## config.mk

```make
export PLATFORM = sky130hd
export DESIGN_NAME = router_port_rx
export DESIGN_NICKNAME = d
export VERILOG_FILES = /design/src/rtl/router_port_rx.sv
export SDC_FILE = /design/constraint.sdc
export NUM_CORES = 1
export LEC_CHECK = 0
export ABC_AREA = 1
export BUFFER_PORTS_ARGS = -buffer_cell sky130_fd_sc_hd__buf_2
export CAP_MARGIN = 20
export CORE_UTILIZATION = 40
export CTS_CLUSTER_SIZE = 20
export DETAILED_ROUTE_END_ITERATION = 10
export GPL_TIMING_DRIVEN = 0
export PLACE_DENSITY = 0.56
export SYNTH_ARGS = -nofsm -noshare
export SYNTH_HDL_FRONTEND = slang
export SYNTH_SLANG_ARGS = --single-unit
```

## constraint.sdc

```tcl
create_clock -name clk -period 3.5 [get_ports clk]
set_input_delay 0.175 -clock clk [delete_from_list [all_inputs] [get_ports clk]]
set_output_delay 0.175 -clock clk [all_outputs]
set_load 0.005 [all_outputs]
```

## src/rtl/router_port_rx.sv

```systemverilog
// router_port_rx: receive buffer between a router destination port and its
// consumer (PE or GLB). The router side has no back-pressure, so flits that
// arrive while the buffer is full and nothing drains are dropped. Each drop
// sets a sticky overflow flag.
//
// Optional feature: define ROUTER_PORT_RX_DROP_CNT_EN to add drop_count_o.
// This is an 8-bit count of dropped flits that saturates at 255.
//
// Consumer handshake (valid/ready): pe_valid_o is high whenever the buffer
// holds a flit, and pe_data_o then shows the oldest flit. A transfer happens
// on the rising edge where pe_valid_o and pe_ready_i are both 1. pe_valid_o
// does not depend on pe_ready_i. pe_data_o stays stable until it is taken.
// pe_ready_i has no effect while pe_valid_o is 0.
module router_port_rx #(
    parameter int DATA_WIDTH = 16,
    parameter int FIFO_DEPTH = 4
) (
    input  logic                          clk,
    input  logic                          reset,
    input  logic [DATA_WIDTH-1:0]         router_data_i,
    input  logic                          router_enable_i,
    output logic [DATA_WIDTH-1:0]         pe_data_o,
    output logic                          pe_valid_o,
    input  logic                          pe_ready_i,
    output logic                          full_o,
    output logic                          empty_o,
    output logic [$clog2(FIFO_DEPTH):0]   count_o,
    output logic                          overflow_o
`ifdef ROUTER_PORT_RX_DROP_CNT_EN
    ,
    output logic [7:0]                    drop_count_o
`endif
);

    localparam int PTR_W = $clog2(FIFO_DEPTH);
    localparam int CNT_W = PTR_W + 1;

    logic [DATA_WIDTH-1:0] mem [FIFO_DEPTH];
    logic [PTR_W-1:0]      rd_ptr;
    logic [PTR_W-1:0]      wr_ptr;
    logic [CNT_W-1:0]      count_q;
    logic                  overflow_q;
    logic                  push;
    logic                  pop;
    logic                  drop;

    // Occupancy flags come from the counter only.
    assign count_o    = count_q;
    assign full_o     = (count_q == CNT_W'(FIFO_DEPTH));
    assign empty_o    = (count_q == '0);
    assign pe_valid_o = ~empty_o;
    assign overflow_o = overflow_q;

    // Head entry is read straight from storage, so a flit that arrives while
    // the buffer is empty becomes visible only after its write edge.
    assign pe_data_o = mem[rd_ptr];

    // When the buffer is full, a pop in the same cycle frees a slot for the
    // incoming flit. Without that pop, the incoming flit is dropped.
    always_comb begin
        pop  = pe_valid_o & pe_ready_i;
        push = router_enable_i & (~full_o | pop);
        drop = router_enable_i & full_o & ~pop;
    end

    // Storage write. Storage is not reset because only entries between the
    // pointers are ever observed.
    always_ff @(posedge clk) begin
        if (!reset && push) begin
            mem[wr_ptr] <= router_data_i;
        end
    end

    // Pointers wrap naturally because FIFO_DEPTH is a power of two.
    always_ff @(posedge clk) begin
        if (reset) begin
            rd_ptr <= '0;
            wr_ptr <= '0;
        end else begin
            if (push) wr_ptr <= wr_ptr + PTR_W'(1);
            if (pop)  rd_ptr <= rd_ptr + PTR_W'(1);
        end
    end

    // Occupancy counter: a simultaneous push and pop leaves it unchanged.
    always_ff @(posedge clk) begin
        if (reset) begin
            count_q <= '0;
        end else begin
            case ({push, pop})
                2'b10:   count_q <= count_q + CNT_W'(1);
                2'b01:   count_q <= count_q - CNT_W'(1);
                default: count_q <= count_q;
            endcase
        end
    end

    // Sticky overflow flag: only reset clears it.
    always_ff @(posedge clk) begin
        if (reset) begin
            overflow_q <= 1'b0;
        end else if (drop) begin
            overflow_q <= 1'b1;
        end
    end

`ifdef ROUTER_PORT_RX_DROP_CNT_EN
    logic [7:0] drop_cnt_q;

    assign drop_count_o = drop_cnt_q;

    // Saturating count of dropped flits.
    always_ff @(posedge clk) begin
        if (reset) begin
            drop_cnt_q <= '0;
        end else if (drop && (drop_cnt_q != 8'hFF)) begin
            drop_cnt_q <= drop_cnt_q + 8'd1;
        end
    end
`endif

endmodule

```

==> flow_summary.ini, run 1 <==
[grt]
grt_pass1_wl_mm = 9.52
first_global_vias = 1872
gr-total-overflow = 0
overall_routing_resource_usage = 0.175
number_of_antenna_violations_at_the_first_check_in_global_routing = 0
grt_start_max_net_pins = 17

[yosys]
ys.flop_type = sky130_fd_sc_hd__edfxtp_1
netlist-cell-type-count = 24
yosys_warnings = 0
synth.most_common_cell = sky130_fd_sc_hd__edfxtp_1
avgSynthCellArea_sq_um = 12.9
synth_top_cell_area_share = 0.663
yosys-top-cells-count = 64 x sky130_fd_sc_hd__edfxtp_1, 39 x sky130_fd_sc_hd__nor2_1, 33 x sky130_fd_sc_hd__o21ai_0
nets_in_the_synthesized_netlist = 249
synth_edf_count = 64
syn-instance-count = 224
synth.cell_area_sq_um = 2900
synth.ff_latch_count = 74
synth_async_sr_flop_share = 0
synth_seq_area_share = 0.732
ys_top_cells_by_area = sky130_fd_sc_hd__edfxtp_1 66%, sky130_fd_sc_hd__dfxtp_1 6.9%, sky130_fd_sc_hd__o21ai_0 5.7%
synth_area_leader_cell = sky130_fd_sc_hd__edfxtp_1

[clocking]
clock_tree.htree_level_count = 3
worst_skew_pair.late_latency_ns = 0.34
cts-root-buf = sky130_fd_sc_hd__clkbuf_8
cts_tree = built
cts.sinks = 74
clkSlewWorstSetupHoldPaths_ns = 0.07
cts_made_buffers = 9
post_cts_hold_buffer_count = 1
postCtsResizedCells = 0
cts_max_path_buffers = 2
post-cts-setup-buffers = 0

[floorplanning]
die_width_microns = 87.2
chipHeight_microns = 87.2
core.rowCount = 30
fp.coreArea_sq_um = 6910
io_pins = 43
initial_core_util = 0.420
die-area_sq_um = 7600

[worst_setup_path]
critical_path_required_ns = 3.46
worst_setup_path_end_kind = register
crit_path_start_kind = primary input
crit_type = in2reg
critical_path_peak_fanout = 16
worst-endpoint-arrival_ns = 2.03

[power_and_ir_drop]
share_of_total_power_in_sequential_cells = 0.507
power.combinational.fraction = 0.191
intPower_mw = 1.48
power_frac_clock = 0.302
cellLeakagePower_nw = 1.28
max_ir_drop_vdd_mv = 0.206
totalPowerFinal_mw = 2.04
netSwitchingPower_mw = 0.560
swShare = 0.275
power.density_nw_per_um2 = 589

[sta]
slew_headroom = 0.379
grt_setup_unrepaired = no
max_clock_freq_mhz = 482
final-max-slew-violation-count = 0
final-setup-viol-count = 0
post-route-min-period_ns = 2.07
hold_viol = 0
final_min_period_over_clock_period = 0.592
actual_transition_at_the_worst_max_transition_pin_ns = 0.930
fin_worst_skew_ns = 0.00600
setup_tns_ns = 0

[finish]
nets = 305
regArea_sq_um = 2120
drive_gt1_frac = 0.263
finish.utilization = 0.500
n_fill_cell = 670
n_antenna_cell = 0
multi_input_comb_area_sq_um = 683
syn_to_final_growth_pct = 19.1

[drt]
ant_nets = 0
drt-initial-drc-count = 76
drtPass1Iterations = 4
drcViolationCount = 0
wl_per_cell_microns = 15.4
routed_wirelength_mm = 5.86
routed-via-count = 1836
via_per_inst = 4.82

[worst_hold_path]
min-delay-path-class = in2reg

[placement]
gp_congestion = 0.720
io_buffer_count = 42
place.detailed.hpwl_mm = 3.86

[outcome]
run_status = finished, final reports clean

[flow_run]
drv.max_cap_violation_count = 0
==> layout by cell type, fill, tap and decap left out, drive strengths merged, types with 2 or more instances in the layout <==
cell type,instances
o21ai,37
buf,46
edfxtp,64
o22ai,16
nor2,40
ha,4
nand3,5
nand2,9
nand4,2
a21oi,7
clkbuf,18
dfxtp,10
clkinv,3
inv,19
==> cell type report <==
class,count,share of cell area
inverter,19,0.0206
clock inverter,4,0.0123
multi-input combinational,123,0.198
clock buffer,12,0.0391
sequential,74,0.614
tap,96,0.0348
buffer,8,0.00978
timing repair buffer,45,0.0714
==> cells by family after synthesis <==
group	after synthesis	share of synthesized area
DFF	74	0.732
buffers and inverters	27	0.0362
AOI/OAI and AO/OA	62	0.117
adders and majority gates	5	0.0242
and+or+nand+nor	56	0.0910
==> worst paths after layout <==
check                   start         end  slack (ns)  depth (start not counted)
min reg2reg        overflow_o  overflow_o        0.47                          1
min          router_data_i[9]   mem[2][9]        0.05                          1
max reg2reg        count_o[0]  mem[2][12]        1.46                          6
max                     reset  mem[2][12]        1.43                          5
==> layer usage <==
metal,track usage,vias up,routed length (microns)
li1,-,923,-
met1,0.237,873,2820
met2,0.266,31,2740
met3,0.0408,9,191
met4,0.0849,0,109
met5,0,-,0
==> power groups by stage <==
stage / sequential (mW) / clock, mW / combinational (mW)
2_1_floorplan: 1.05 / 0 / 0.231
3_3_place_gp: 1.05 / 0 / 0.387
3_5_place_dp: 1.05 / 0 / 0.396
4_1_cts: 1.03 / 0.630 / 0.398
5_1_grt: 1.04 / 0.664 / 0.443
6_report: 1.03 / 0.615 / 0.389
==> registers in the layout (all words and copies together) (netlist names), named ones only <==
| name | flops |
|---|---|
| count_o | 3 |
| mem | 64 |
| overflow_o | 1 |
| rd_ptr | 2 |
| wr_ptr | 2 |
==> worst max-delay path, cell delays in order <==
cell	delay, ns
sky130_fd_sc_hd__dlygate4sd3_1	0.53
sky130_fd_sc_hd__buf_2	0.13
sky130_fd_sc_hd__inv_1	0.19
sky130_fd_sc_hd__nand3_1	0.24
sky130_fd_sc_hd__nor2_2	0.77
==> through the flow <==
stage / hold slack (ns) / setup slack, ns / cells / area (sq um)
floorplan: 0.237 / 1.61 / 224 / 2900
global placement: 0.351 / 0.974 / 362 / 3230
detailed placement: 0.356 / 1.41 / 364 / 3270
CTS: 0.0331 / 1.38 / 381 / 3450
global route: 0.0381 / 1.25 / 381 / 3450
finish: 0.0500 / 1.43 / 381 / 3450
Note: power is estimated with default switching activity, not from simulation.
==> run 2: changes to the inputs <==
==> constraint.sdc (replaced) <==
create_clock -name clk -period 2 [get_ports clk]
set_input_delay 0.1 -clock clk [delete_from_list [all_inputs] [get_ports clk]]
set_output_delay 0.1 -clock clk [all_outputs]
set_load 0.005 [all_outputs]
==> flow_summary.ini, run 2 (synthesized netlist as in run 1, its figures left out) <==
[outcome]
run_status = finished, final reports clean

[grt]
grt_pass1_wl_mm = 9.63
number_of_antenna_violations_at_the_first_check_in_global_routing = 0
gr-total-overflow = 0
first_global_vias = 1903
grt_start_max_net_pins = 17
overall_routing_resource_usage = 0.177

[worst_setup_path]
critical_path_required_ns = 1.90
crit_type = reg2out
rr_endpoint = mem[2][12]
regToRegSetupSlack_ns = 0.24
timing.reg2reg.worst_path_depth = 6
cp_cell_sequence = inv_2 > clkbuf_1 > nor2_1 > o22ai_1 > buf_2
worst_setup_path_end_kind = output pin
critical_path_peak_fanout = 10
crit_path_start_kind = register
cp_slowest_stage_delay_ns = 0.46
worst-endpoint-arrival_ns = 1.70
critical_path.reg2reg.startpoint = count_o[0]
slowest_stage_cell_crit_path = sky130_fd_sc_hd__clkbuf_1

[sta]
slew_headroom = 0.616
hold_viol = 0
actual_transition_at_the_worst_max_transition_pin_ns = 0.576
max_clock_freq_mhz = 554
final-max-slew-violation-count = 0
grt_setup_unrepaired = no
post-route-min-period_ns = 1.80
final-setup-viol-count = 0
final_min_period_over_clock_period = 0.902
setup_tns_ns = 0
fin_worst_skew_ns = 0.00513

[power_and_ir_drop]
max_ir_drop_vdd_mv = 0.362
share_of_total_power_in_sequential_cells = 0.501
cellLeakagePower_nw = 1.36
swShare = 0.275
netSwitchingPower_mw = 0.988
power.combinational.fraction = 0.199
power.density_nw_per_um2 = 988
intPower_mw = 2.61
power_frac_clock = 0.299

[clocking]
cts-root-buf = sky130_fd_sc_hd__clkbuf_8
clkSlewWorstSetupHoldPaths_ns = 0.07
worst_skew_pair.late_latency_ns = 0.34
post-cts-setup-buffers = 0
cts.sinks = 74
clock_tree.htree_level_count = 3
cts_max_path_buffers = 2
cts_made_buffers = 9
cts_tree = built

[finish]
nets = 321
drive_gt1_frac = 0.259
final_standard_cell_count_with_taps_included_and_fillers_excluded = 397
largest_register_ffs = 64
final_area_sq_um = 3640
largest_register = mem
layout.cells.most_common = sky130_fd_sc_hd__edfxtp_1
syn_to_final_growth_pct = 25.6
n_antenna_cell = 0
layout_common_cells = 64 x sky130_fd_sc_hd__edfxtp_1, 44 x sky130_fd_sc_hd__buf_2, 35 x sky130_fd_sc_hd__nor2_1, 33 x sky130_fd_sc_hd__o21ai_0, 17 x sky130_fd_sc_hd__dlygate4sd3_1
n_fill_cell = 658

[floorplanning]
die-area_sq_um = 7600
chipHeight_microns = 87.2
core.rowCount = 30
io_pins = 43
die_width_microns = 87.2
fp.coreArea_sq_um = 6910
initial_core_util = 0.420

[drt]
wl_per_cell_microns = 15.0
via_per_inst = 4.75
routed_wirelength_mm = 5.95
ant_nets = 0
drtPass1Iterations = 4
drcViolationCount = 0
drt-initial-drc-count = 57
routed-via-count = 1887

[worst_hold_path]
whs_path_depth = 3
hp-start = router_enable_i
hold_ep = wr_ptr[1]
min-delay-path-class = in2reg

[placement]
place.detailed.hpwl_mm = 3.86
place.detailed.instances = 364
placedInstanceArea_sq_um = 3270
gp_congestion = 0.720
io_buffer_count = 42

[flow_run]
drv.max_cap_violation_count = 0
[run 2: cell count changes in the layout (fill, tap and decap cells not counted), sizes merged]
cell	delta
dlygate4sd3	+16
[run 2: cell type report]
type	instances	area, sq um	share of cell area
Sequential cell	74	2120	0.583
Multi-Input combinational cell	123	708	0.194
Timing Repair Buffer	61	407	0.112
Clock buffer	12	135	0.0371
Tap cell	96	120	0.0330
Inverter	19	71.3	0.0196
Clock inverter	4	42.5	0.0117
Buffer	8	36.3	0.00996
[run 2: critical path: cells and delay by family, from the launching register on]
kind / cells / cell delay (ns)
compound gates: 1 / 0.21
buf+inv: 3 / 0.70
flops: 1 / 0.36
simple gates: 1 / 0.09
[run 2: per-layer routing]
layer	GRT usage	vias to the layer above	share of wire
li1	-	952	-
met1	0.238	895	0.47
met2	0.273	31	0.48
met3	0.0398	9	0.027
met4	0.0849	0	0.018
met5	0	-	0
[run 2: worst max path at each step]
stage	startpoint	endpoint	slack, ns	depth (start not counted)
after CTS	count_o[0]	mem[3][10]	-0.06	7
after global placement	count_o[0]	mem[3][14]	-0.53	6
after detailed placement	count_o[0]	mem[2][8]	-0.09	6
after floorplan	count_o[1]	mem[0][0]	0.11	6
final	register	pe_data_o[3]	0.20	5
after global routing	register	pe_data_o[3]	0.06	5
[run 2: timing repair]
item	4_1_cts	5_1_grt
hold buffers	17	0
resized for setup	2	7
gates cloned	0	0
endpoints found under the hold margin	65	0
endpoints found under the setup margin	32	28
[run 2: power groups by stage]
stage               clock (mW)  sequential (mW)  combinational (mW)
finish                    1.08             1.80               0.718
CTS                       1.10             1.80               0.730
global route              1.16             1.81               0.814
floorplan                    0             1.83               0.404
detailed placement           0             1.84               0.692
global placement             0             1.84               0.677
[run 2: stage by stage]
step	power, mW	utilization	setup slack (ns)	hold slack (ns)
finish	3.60	0.527	0.196	0.111
global placement	2.51	0.468	-0.526	0.276
detailed placement	2.53	0.473	-0.0875	0.281
global route	3.79	0.527	0.0557	0.127
CTS	3.64	0.525	-0.0582	0.0961
floorplan	2.23	-	0.114	0.162
==> run 3: changes to the inputs <==
--- a/config.mk
+++ b/config.mk
@@ -6,13 +6,14 @@
 export NUM_CORES = 1
 export LEC_CHECK = 0
 export ABC_AREA = 1
-export BUFFER_PORTS_ARGS = -buffer_cell sky130_fd_sc_hd__buf_2
 export CAP_MARGIN = 20
+export CORE_MARGIN = 1.5
 export CORE_UTILIZATION = 40
 export CTS_CLUSTER_SIZE = 20
 export DETAILED_ROUTE_END_ITERATION = 10
+export DONT_BUFFER_PORTS = 1
 export GPL_TIMING_DRIVEN = 0
-export PLACE_DENSITY = 0.56
+export PLACE_DENSITY = 0.51
 export SYNTH_ARGS = -nofsm -noshare
 export SYNTH_HDL_FRONTEND = slang
 export SYNTH_SLANG_ARGS = --single-unit
==> flow_summary.ini, run 3 (synthesized netlist as in run 1, its figures left out) <==
[outcome]
run_status = finished, final reports clean

[clocking]
cts_max_path_buffers = 2
cts-root-buf = sky130_fd_sc_hd__clkbuf_8
cts_tree = built
cts_made_buffers = 9
clock_tree.htree_level_count = 3
cts.sinks = 74
clkSlewWorstSetupHoldPaths_ns = 0.07
worst_skew_pair.late_latency_ns = 0.34

[drt]
via_per_inst = 4.84
drt-initial-drc-count = 95
drcViolationCount = 0
routed-via-count = 1746
routed_wirelength_mm = 5.67
drtPass1Iterations = 4
wl_per_cell_microns = 15.7
ant_nets = 0

[floorplanning]
die-area_sq_um = 7770
chipHeight_microns = 88.2
io_pins = 43
core.rowCount = 30
die_width_microns = 88.2
initial_core_util = 0.420
fp.coreArea_sq_um = 6910

[power_and_ir_drop]
share_of_total_power_in_sequential_cells = 0.499
power.density_nw_per_um2 = 1020
power_frac_clock = 0.334
cellLeakagePower_nw = 1.23
max_ir_drop_vdd_mv = 0.368
intPower_mw = 2.65
totalPowerFinal_mw = 3.62
netSwitchingPower_mw = 0.970
power.combinational.fraction = 0.167
swShare = 0.268

[worst_setup_path]
rr_endpoint = mem[1][12]
regToRegSetupSlack_ns = 0.22
worst-path-stages = 6
startpoint = count_o[0]
worst_setup_path_end_kind = register
crit_type = reg2reg
timing.critical_path.to = mem[1][12]
path_buf_inv = 1
critical_path_peak_fanout = 16
worst-endpoint-arrival_ns = 1.75
slowest_stage_cell_crit_path = sky130_fd_sc_hd__nor2_4
crit_path_start_kind = register
timing.reg2reg.worst_path_depth = 6
critical_path_required_ns = 1.98
cp_slowest_stage_delay_ns = 0.47
critical-path-top-delay-family = simple AND/OR/NAND/NOR gates
cp_cell_sequence = nor2_4 > nand2_2 > inv_2 > nand2_2 > nand3_2 > nor2_4
critical_path.reg2reg.startpoint = count_o[0]

[grt]
first_global_vias = 1739
grt_pass1_wl_mm = 8.76
number_of_antenna_violations_at_the_first_check_in_global_routing = 0
gr-total-overflow = 0
grt_start_max_net_pins = 17
overall_routing_resource_usage = 0.160

[finish]
largest_register = mem
layout_common_cells = 64 x sky130_fd_sc_hd__edfxtp_1, 35 x sky130_fd_sc_hd__nor2_1, 33 x sky130_fd_sc_hd__o21ai_0, 19 x sky130_fd_sc_hd__dlygate4sd3_1
n_antenna_cell = 0
nets = 285
largest_register_ffs = 64
syn_to_final_growth_pct = 21.7
drive_gt1_frac = 0.158
layout.cells.most_common = sky130_fd_sc_hd__edfxtp_1
finish.utilization = 0.511

[sta]
fin_worst_skew_ns = 0.00757
final-setup-viol-count = 0
final.setup.worst_slack_ns = 0.225
final_min_period_over_clock_period = 0.888
post-route-min-period_ns = 1.78
final-max-slew-violation-count = 0
slew_headroom = 0.598
actual_transition_at_the_worst_max_transition_pin_ns = 0.603
hold_viol = 0
grt_setup_unrepaired = no
max_clock_freq_mhz = 563
whs_ns = 0.0337

[placement]
io_buffer_count = 0
place.detailed.hpwl_mm = 3.61
gp_congestion = 0.695
preCtsSetupSlack_ns = -0.152

[worst_hold_path]
min-delay-path-class = in2reg

[flow_run]
drv.max_cap_violation_count = 0
run 3: final cells by class:
| cell class | instances | area, sq um |
|---|---|---|
| sequential | 74 | 2120 |
| inverter | 19 | 71.3 |
| clock buffer | 10 | 128 |
| clock inverter | 6 | 81.3 |
| tap | 96 | 120 |
| multi-input combinational | 123 | 708 |
| timing repair buffer | 25 | 263 |
| buffer | 8 | 35.0 |
| fill | 641 | 3380 |
run 3: how the worst min path moves through the flow:
stage	start	endpoint	cells past startpoint
6_report	router_enable_i	count_o[2]	3
3_5_place_dp	reset	count_o[0]	1
3_3_place_gp	reset	count_o[0]	1
4_1_cts	router_enable_i	count_o[0]	3
5_1_grt	router_enable_i	count_o[0]	3
2_1_floorplan	reset	count_o[0]	1
run 3: what timing repair did:
| item | in CTS | in global routing |
|---|---|---|
| hold buffers | 19 | 0 |
| resized for setup | 2 | 5 |
| hold endpoints to repair | 69 | 0 |
| endpoints found under the setup margin | 32 | 37 |
| buffers inserted | 0 | 4 |
| pin swaps | 0 | 1 |
run 3: layer usage:
| layer | track usage | wire (microns) | vias up |
|---|---|---|---|
| li1 | - | - | 879 |
| met2 | 0.251 | 2700 | 37 |
| met1 | 0.197 | 2580 | 817 |
| met5 | 0 | 0 | - |
| met3 | 0.0641 | 286 | 13 |
| met4 | 0.0710 | 110 | 0 |
run 3: power by group through the flow:
stage,clock network (mW),registers [mW],logic (mW)
global route,1.29,1.82,0.682
CTS,1.24,1.81,0.604
global placement,0,1.84,0.539
floorplan,0,1.83,0.404
detailed placement,0,1.84,0.556
finish,1.21,1.81,0.604
run 3: worst reg2reg max path: stages (launching register included):
cell                      delay, ns
sky130_fd_sc_hd__dfxtp_1       0.44
sky130_fd_sc_hd__nor2_4        0.07
sky130_fd_sc_hd__nand2_2       0.09
sky130_fd_sc_hd__inv_2         0.05
sky130_fd_sc_hd__nand2_2       0.08
sky130_fd_sc_hd__nand3_2       0.20
sky130_fd_sc_hd__nor2_4        0.47
run 3: metrics by stage:
step	TNS, ns	area, sq um	instances
after floorplan	0	2900	224
after global placement	-32.87	3020	320
after detailed placement	-3.59	3060	322
after CTS	-0.0361	3470	357
after global routing	0	3530	361
final	0	3530	361
